$ cat config.mk
export PLATFORM = sky130hd
export DESIGN_NAME = grf_multiport
export DESIGN_NICKNAME = d
export VERILOG_FILES = /design/src/rtl/grf_pkg.sv /design/src/rtl/grf_sb_counter.sv /design/src/rtl/grf_multiport.sv
export SDC_FILE = /design/constraint.sdc
export NUM_CORES = 2
export LEC_CHECK = 0
export CAP_MARGIN = 25
export CORE_MARGIN = 5
export CORE_UTILIZATION = 50
export CTS_CLUSTER_DIAMETER = 120
export DETAILED_ROUTE_END_ITERATION = 16
export GPL_TIMING_DRIVEN = 0
export PLACE_DENSITY = 0.65
export SLEW_MARGIN = 25
export SYNTH_ARGS = -nofsm -noshare
export SYNTH_HDL_FRONTEND = slang
export SYNTH_HIERARCHICAL = 1
export SYNTH_SLANG_ARGS = --single-unit
$ cat constraint.sdc
create_clock -name clk -period 146.9 [get_ports clk]
set_input_delay 36.725 -clock clk [delete_from_list [all_inputs] [get_ports clk]]
set_output_delay 36.725 -clock clk [all_outputs]
set_load 0.05 [all_outputs]
$ cat src/rtl/grf_pkg.sv
// Shared constants, scoreboard operation type and write-log format for the multiport GRF.
// The write log is compiled only when GRF_WRITE_LOG_EN is defined.
package grf_pkg;

  localparam int GRF_DW = 32;
  localparam int GRF_AW = 5;
  localparam int GRF_NR = 2;
  localparam int GRF_CW = 2;

  localparam int GRF_ZERO_REG = 0;

  // Timestamp, then PC, destination register and written value.
  localparam string GRF_LOG_FMT = "%0t@%08h: $%2d <= %08h";

  typedef enum logic [1:0] {
    SB_HOLD = 2'd0,
    SB_INC  = 2'd1,
    SB_DEC  = 2'd2
  } sb_op_e;

  // An issue and a retire on the same register cancel out.
  function automatic sb_op_e sbDecode(input logic inc, input logic dec);
    sb_op_e op;
    op = SB_HOLD;
    if (inc && !dec) begin
      op = SB_INC;
    end else if (dec && !inc) begin
      op = SB_DEC;
    end
    return op;
  endfunction

endpackage

$ cat src/rtl/grf_sb_counter.sv
// One saturating up/down pending-write counter with a sticky error flag.
// An increment at max or a decrement at zero leaves the count alone and raises the flag.
module grf_sb_counter
  import grf_pkg::*;
#(
  parameter int CW = GRF_CW
) (
  input  logic          clk,
  input  logic          reset,
  input  logic          i_inc,
  input  logic          i_dec,
  output logic [CW-1:0] o_count,
  output logic          o_err
);

  localparam logic [CW-1:0] CMAX = '1;

  logic [CW-1:0] r_count;
  logic          r_err;
  sb_op_e        w_op;

  always_comb begin
    w_op = sbDecode(i_inc, i_dec);
  end

  always_ff @(posedge clk or posedge reset) begin
    if (reset) begin
      r_count <= '0;
      r_err   <= 1'b0;
    end else begin
      case (w_op)
        SB_INC: begin
          if (r_count == CMAX) begin
            r_err <= 1'b1;
          end else begin
            r_count <= r_count + 1'b1;
          end
        end
        SB_DEC: begin
          if (r_count == '0) begin
            r_err <= 1'b1;
          end else begin
            r_count <= r_count - 1'b1;
          end
        end
        default: begin
        end
      endcase
    end
  end

  assign o_count = r_count;
  assign o_err   = r_err;

endmodule

$ cat src/rtl/grf_multiport.sv
// Pipelined-MIPS general register file: NR combinational read ports, one write port,
// optional write-to-read bypass, hardwired $0 and a per-register pending-write scoreboard.
// Defining GRF_WRITE_LOG_EN prints one line per effective write.
module grf_multiport
  import grf_pkg::*;
#(
  parameter int DW     = GRF_DW,
  parameter int AW     = GRF_AW,
  parameter int NR     = GRF_NR,
  parameter int BYPASS = 1,
  parameter int CW     = GRF_CW
) (
  input  logic             clk,
  input  logic             reset,
  input  logic [NR*AW-1:0] raddr,
  output logic [NR*DW-1:0] rdata,
  output logic [NR-1:0]    rbusy,
  input  logic             we,
  input  logic [AW-1:0]    waddr,
  input  logic [DW-1:0]    wdata,
  input  logic [31:0]      wpc,
  input  logic             issue,
  input  logic [AW-1:0]    issue_addr,
  input  logic             retire,
  input  logic [AW-1:0]    retire_addr,
  output logic             sb_err
);

  localparam int DEPTH = 1 << AW;
  localparam logic [AW-1:0] ZERO_ADDR = AW'(GRF_ZERO_REG);

  logic [DW-1:0] r_regs [DEPTH];
  logic [CW-1:0] w_count [DEPTH];
  logic [DEPTH-1:0] w_err;
  logic          w_writeEn;

  assign w_writeEn = we && (waddr != ZERO_ADDR);

  // Entry 0 is never written, so it stays at its reset value of zero.
  always_ff @(posedge clk or posedge reset) begin
    if (reset) begin
      for (int i = 0; i < DEPTH; i++) begin
        r_regs[i] <= '0;
      end
    end else if (w_writeEn) begin
      r_regs[waddr] <= wdata;
    end
  end

  assign w_count[0] = '0;
  assign w_err[0]   = 1'b0;

  for (genvar g = 1; g < DEPTH; g++) begin : g_sb
    logic w_inc;
    logic w_dec;

    assign w_inc = issue && (issue_addr == AW'(g));
    assign w_dec = retire && (retire_addr == AW'(g));

    grf_sb_counter #(
      .CW(CW)
    ) u_counter (
      .clk    (clk),
      .reset  (reset),
      .i_inc  (w_inc),
      .i_dec  (w_dec),
      .o_count(w_count[g]),
      .o_err  (w_err[g])
    );
  end

  assign sb_err = |w_err;

  // Reads are forced to zero during reset so a pending bypass cannot leak through.
  always_comb begin
    logic [AW-1:0] w_ra;
    rdata = '0;
    rbusy = '0;
    w_ra  = '0;
    for (int p = 0; p < NR; p++) begin
      w_ra = raddr[p*AW +: AW];
      if (!reset && (w_ra != ZERO_ADDR)) begin
        if ((BYPASS != 0) && we && (waddr == w_ra)) begin
          rdata[p*DW +: DW] = wdata;
        end else begin
          rdata[p*DW +: DW] = r_regs[w_ra];
        end
        rbusy[p] = (w_count[w_ra] != '0);
      end
    end
  end

`ifdef GRF_WRITE_LOG_EN
  always_ff @(posedge clk) begin
    if (!reset && w_writeEn) begin
      $display(GRF_LOG_FMT, $time, wpc, waddr, wdata);
    end
  end
`else
  logic w_unused_wpc;
  assign w_unused_wpc = ^wpc;
`endif

endmodule
======== After elaboration in Yosys (flattened, before gate mapping) ========
Cells that the tools add are included.
word-level totals
  latch bits .............................. 0
  output and inout bits ................... 67
  memory bits (writable) .................. 0
  input port bits ......................... 94
  flip-flop bits (word level) ............. 1117
  logic and storage cells ................. 1036
  bits in read-only memories .............. 0
  memories ................................ 0
cells by class
  multiplexer cells ....................... 269
  order comparisons ....................... 4
  shift operators ......................... 0
  divide/modulo/power cells ............... 0
  reduce and logical (&&, ||, !) cells .... 323
  bitwise gates (word level) .............. 3
  $add $sub $neg .......................... 62
  equal/unequal tests ..................... 281
  $mul .................................... 0
operators with widths
  kind                                                                number
  1024-bit bitwise mux                                                1
  32-bit binary-select mux with 5-bit select                          2
  32-bit 2-to-1 mux                                                   9
  2-bit 2-to-1 mux                                                    128
  3-bit AND reduction                                                 62
  32-bit demux with 5-bit select                                      1
  5-bit == test, second input constant                                32
  1-bit logical AND                                                   130
  2-bit == test, second input constant                                62
  2-bit by 1-bit != test with 1-bit output, second input constant     62
  2-bit != test, second input constant                                62
  2-bit case mux with 2 select lines                                  31
  5-bit by 4-bit == test with 1-bit output, second input constant     16
  2-bit nonzero test                                                  33
  1-bit 2-to-1 mux                                                    64
  1-bit zero test                                                     63
  2-bit by 1-bit adder with 2-bit output, second input constant       31
  2-bit by 1-bit == test with 1-bit output, second input constant     31
  2-bit zero test                                                     31
  1-bit case mux with 2 select lines                                  31
  2-bit by 1-bit subtractor with 2-bit output, second input constant  31
  5-bit by 3-bit == test with 1-bit output, second input constant     8
  31-bit OR reduction                                                 1
  2-bit binary-select mux with 5-bit select                           2
  other kinds (7)                                                     18

======== Logic depth before layout (Yosys ltp) ========
  depth in word-level cells ............... 9
  mapped depth ............................ 8
  depth with buffers taken out ............ 7

======== Cells and area by module ========
Netlist, hierarchy kept.
modules (own cells, without submodules)
  module                                   times used  seq. area each (µm²)  area an instance (µm²)  cells an instance
  grf_multiport                            1           25624.6               55305.5                 3772
  grf_sb_counter (g_sb[10].u_counter ...)  30          75.1                  180.2                   18
  grf_sb_counter (g_sb[1].u_counter)       1           75.1                  177.7                   18

======== Worst setup path after synthesis ========
Ideal clock, no wire load.
  path type ............................... input to output
  from .................................... in reset
  to ...................................... out rdata[63]
  arrival time ............................ 61.802 ns
  stages .................................. 5
  required time ........................... 110.175 ns
  buffers on the path ..................... 0
  path slack .............................. 48.373 ns
  cells stage by stage .................... inv_1 > o21ai_1 > a31oi_1 > o221ai_1 > o2bb2ai_1
between the ends
  longest elaborated chain between the ends .. 3
ends and longest elaborated chain
  item                       line                 text
  from (decl)                grf_multiport.sv:14  input logic reset,
  1-bit zero test (no line)  -
  1-bit logical AND          grf_multiport.sv:82  if (!reset && (w_ra != ZERO_ADDR)) begin
  32-bit 2-to-1 mux          grf_multiport.sv:82
  to (decl)                  grf_multiport.sv:16  output logic [NR*DW-1:0] rdata,
No other way between the ends.

======== Worst setup path after layout ========
  from .................................... in reset
  to ...................................... out rdata[50]
The elaborated chain is that of the path after synthesis.

==> flow_summary.ini <==
[power_and_ir_drop]
p_switching_w = 0.0002785
p_leak_nw = 28.99
powerDensity_nw_per_um2 = 13.76
p_total_w = 0.0009424
clkPwrFrac = 0.333
peakVddDrop_uv = 11.26
seqPwrFrac = 0.445
swShare = 0.2955
power.internal_w = 0.0006639
combinationalPowerShare = 0.223

[cts]
tritoncts = built
clk_root_buffer_cell = clkbuf_16
cts_setup_buffers = 0
clk_path_buf_depth = 3
clkSinkCount = 1117
ctsHoldBuffers = 0
insertion_delay_ps = 760
cts_buffers = 121
cts_resized = 0
cts.htree.levels = 3
clk_pin_slew_ps = 60

[timing]
fin_tns_setup_ps = 0
max_freq_ghz = 0.01271
slew_violations = 0
finalClockSkew_ps = 14.37
fin_crit_sh = 0.5358
setup_viol = 0
grt_setup_unrepaired = false
period_needed_ps = 78710
tightest_slew_ps = 1129
hold_violations = 0
relSlewSlack = 0.2471

[grt]
use_met1 = 0.4297
grt.total_usage = 0.3141
grt_max_degree = 99
grt.overflow.total = 0
grt_pass1_wl_um = 297400
use_met3 = 0.09345
top_usage_layer = met2
grt_pass1_vias = 41630
antenna_found_initial = 8
use_met2 = 0.4647

[logic_synthesis]
synth_area_sq_um = 60890
syn_avg_cell_area_sq_um = 14.06
synth_edf_count = 0
synth.area.mux_share = 0.3871
synth_fa_ha_area_frac = 0.01274
ys_seq_elements = 1117
synth_xor_area_frac = 0.005754
synth_top_family_by_area = multiplexers
ys_async_sr_fraction = 1.000
syn_inst = 4330
yosys.area_share.simple = 0.03756
yosysSeqAreaShare = 0.4591
synth_cell_types = 60
yosys_warnings = 6
synth_flop_cell = dfrtp_1
synth_compound_area_frac = 0.05762
syn-num-nets = 4486

[placement]
dp_hpwl_um = 154200
gp_congestion = 0.9862
portBuffers = 118

[floorplan]
num_rows = 128
start_util = 0.5016
die_y_um = 359.0
core_area_sq_um = 121400
ios = 161
die_area_sq_um = 128900
dieWidth_um = 359.0

[run]
max_cap_violations = 0

[final_layout]
syn_to_final_growth_pct = 12.49
fin_nets = 4742
regArea_sq_um = 27950
layout_common_cells = dfrtp_1, mux2_2, mux4_2
utilization = 0.5642
fill_cells = 10020
final_common_cell = dfrtp_1
drive_gt1_frac = 0.4076
multi_input_area_sq_um = 30490

[critical_path]
start_kind = input pin
path_max_fanout = 95
end_kind = output port
rrSetupSlack_ps = 145690
critical_path_required_ps = 110170
crit_type = in2out
rr_worst_depth = 2
r2r_start = g_sb[14].u_counter/o_count[0]$_DFFE_PP0P_
arrival_ps = 41980
r2r-end = g_sb[14].u_counter/o_err$_DFFE_PP0P_

[min_path]
worstHoldStart = r_regs[993]$_DFFE_PP0P_
hold_path_end = r_regs[993]$_DFFE_PP0P_
holdCritPathClass = reg2reg
min_path_cells = 1

[detailed_routing]
dr.first_iter.drc_count = 4487
viasPerCell = 6.628
vias = 41830
routed_wire_length_per_instance_um = 32.42
firstDrtPassIters = 6
drcViolationCount = 0
antenna_left = 0
wl_um = 204600

[status]
outcome = completed
==> registers in the layout, indices dropped and copies added (netlist names) <==
name and cells:
r_regs 1024, g_sb.u_counter/o_count 62, g_sb.u_counter/o_err 31
==> area by class of cell <==
cell class	count	area share
inverters	128	0.007124
clock buffers	175	0.05098
multi-input cells	2652	0.4452
flip-flops and latches	1117	0.4081
diodes	2	0.00007307
clock inverters	46	0.007672
plain buffers	433	0.02879
well taps	1625	0.02968
repair buffers	133	0.02238
==> critical path: stages <==
cell	delay [ps]
buf_2	200
inv_8	280
buf_16	420
buf_16	450
buf_16	400
o21ai_1	400
a31oi_1	710
clkbuf_1	760
a32o_1	550
clkdlybuf4s50_1	890
==> worst max-delay path by stage <==
stage / startpoint / slack [ps] / end / depth (start not counted)
2_1_floorplan: reset / 48370 / rdata[63] / 5
3_3_place_gp: reset / 27960 / rdata[50] / 7
3_5_place_dp: reset / 68290 / rdata[49] / 10
4_1_cts: reset / 68260 / rdata[49] / 10
5_1_grt: reset / 67940 / rdata[50] / 10
6_report: reset / 68190 / rdata[50] / 10
==> per-layer routing <==
layer | routed length, um | part of all wire | vias to the layer above
met5 | 36 | 0.00018 | -
met4 | 10890 | 0.053 | 6
met3 | 21150 | 0.10 | 470
met2 | 90410 | 0.44 | 2104
met1 | 82130 | 0.40 | 22190
li1 | - | - | 17060
==> power groups by stage <==
stage               combinational [W]  clock, W  sequential (W)
finish                       0.000210  0.000314        0.000419
floorplan                    0.000155         0        0.000406
global placement             0.000201         0        0.000419
CTS                          0.000207  0.000317        0.000416
global route                 0.000222  0.000330        0.000426
detailed placement           0.000206         0        0.000421
==> cells in the mapped netlist (6+ instances only) <==
library cell,count,share of area
dfrtp_1,1117,0.46
a21boi_0,30,0.0037
clkbuf_1,195,0.012
buf_4,41,0.0051
a32oi_1,30,0.0043
mux2_2,993,0.18
nor3b_1,6,0.00074
o21bai_1,8,0.00099
mux2i_1,63,0.010
buf_1,66,0.0041
a32o_1,38,0.0062
buf_2,128,0.011
mux4_2,521,0.19
ha_1,62,0.013
nor3_1,17,0.0014
o22a_1,30,0.0043
nor4_1,9,0.00092
a31oi_1,33,0.0034
xor2_1,38,0.0055
o22ai_1,122,0.013
a211oi_1,28,0.0035
o2bb2ai_1,32,0.0046
nand2b_1,36,0.0037
nand2_1,202,0.012
a21oi_1,46,0.0038
nor2b_1,10,0.0010
or4_1,33,0.0041
a22o_1,24,0.0035
inv_1,127,0.0078
nand3_1,26,0.0021
nor2_1,143,0.0088
o311ai_1,30,0.0043
==> cell families (layout without fill, tap and decap cells) <==
family / Yosys count / after routing
fa+ha+maj: 62 / 62
xor+xnor: 40 / 40
simple gates: 502 / 502
compound gates: 470 / 470
buf+inv: 561 / 915
flops: 1117 / 1117
mux: 1578 / 1578
other cells: 0 / 2
==> stage by stage <==
stage	setup slack (ps)	area [sq um]	cells	hold WS (ps)
finish	68190	68490	6311	471.3
global route	67940	68490	6309	490.9
global placement	27960	64100	6073	455.6
CTS	68260	68460	6307	478.6
floorplan	48370	60890	4330	435.3
detailed placement	68290	64450	6086	463.3
Power figures use the tool's default switching activity.
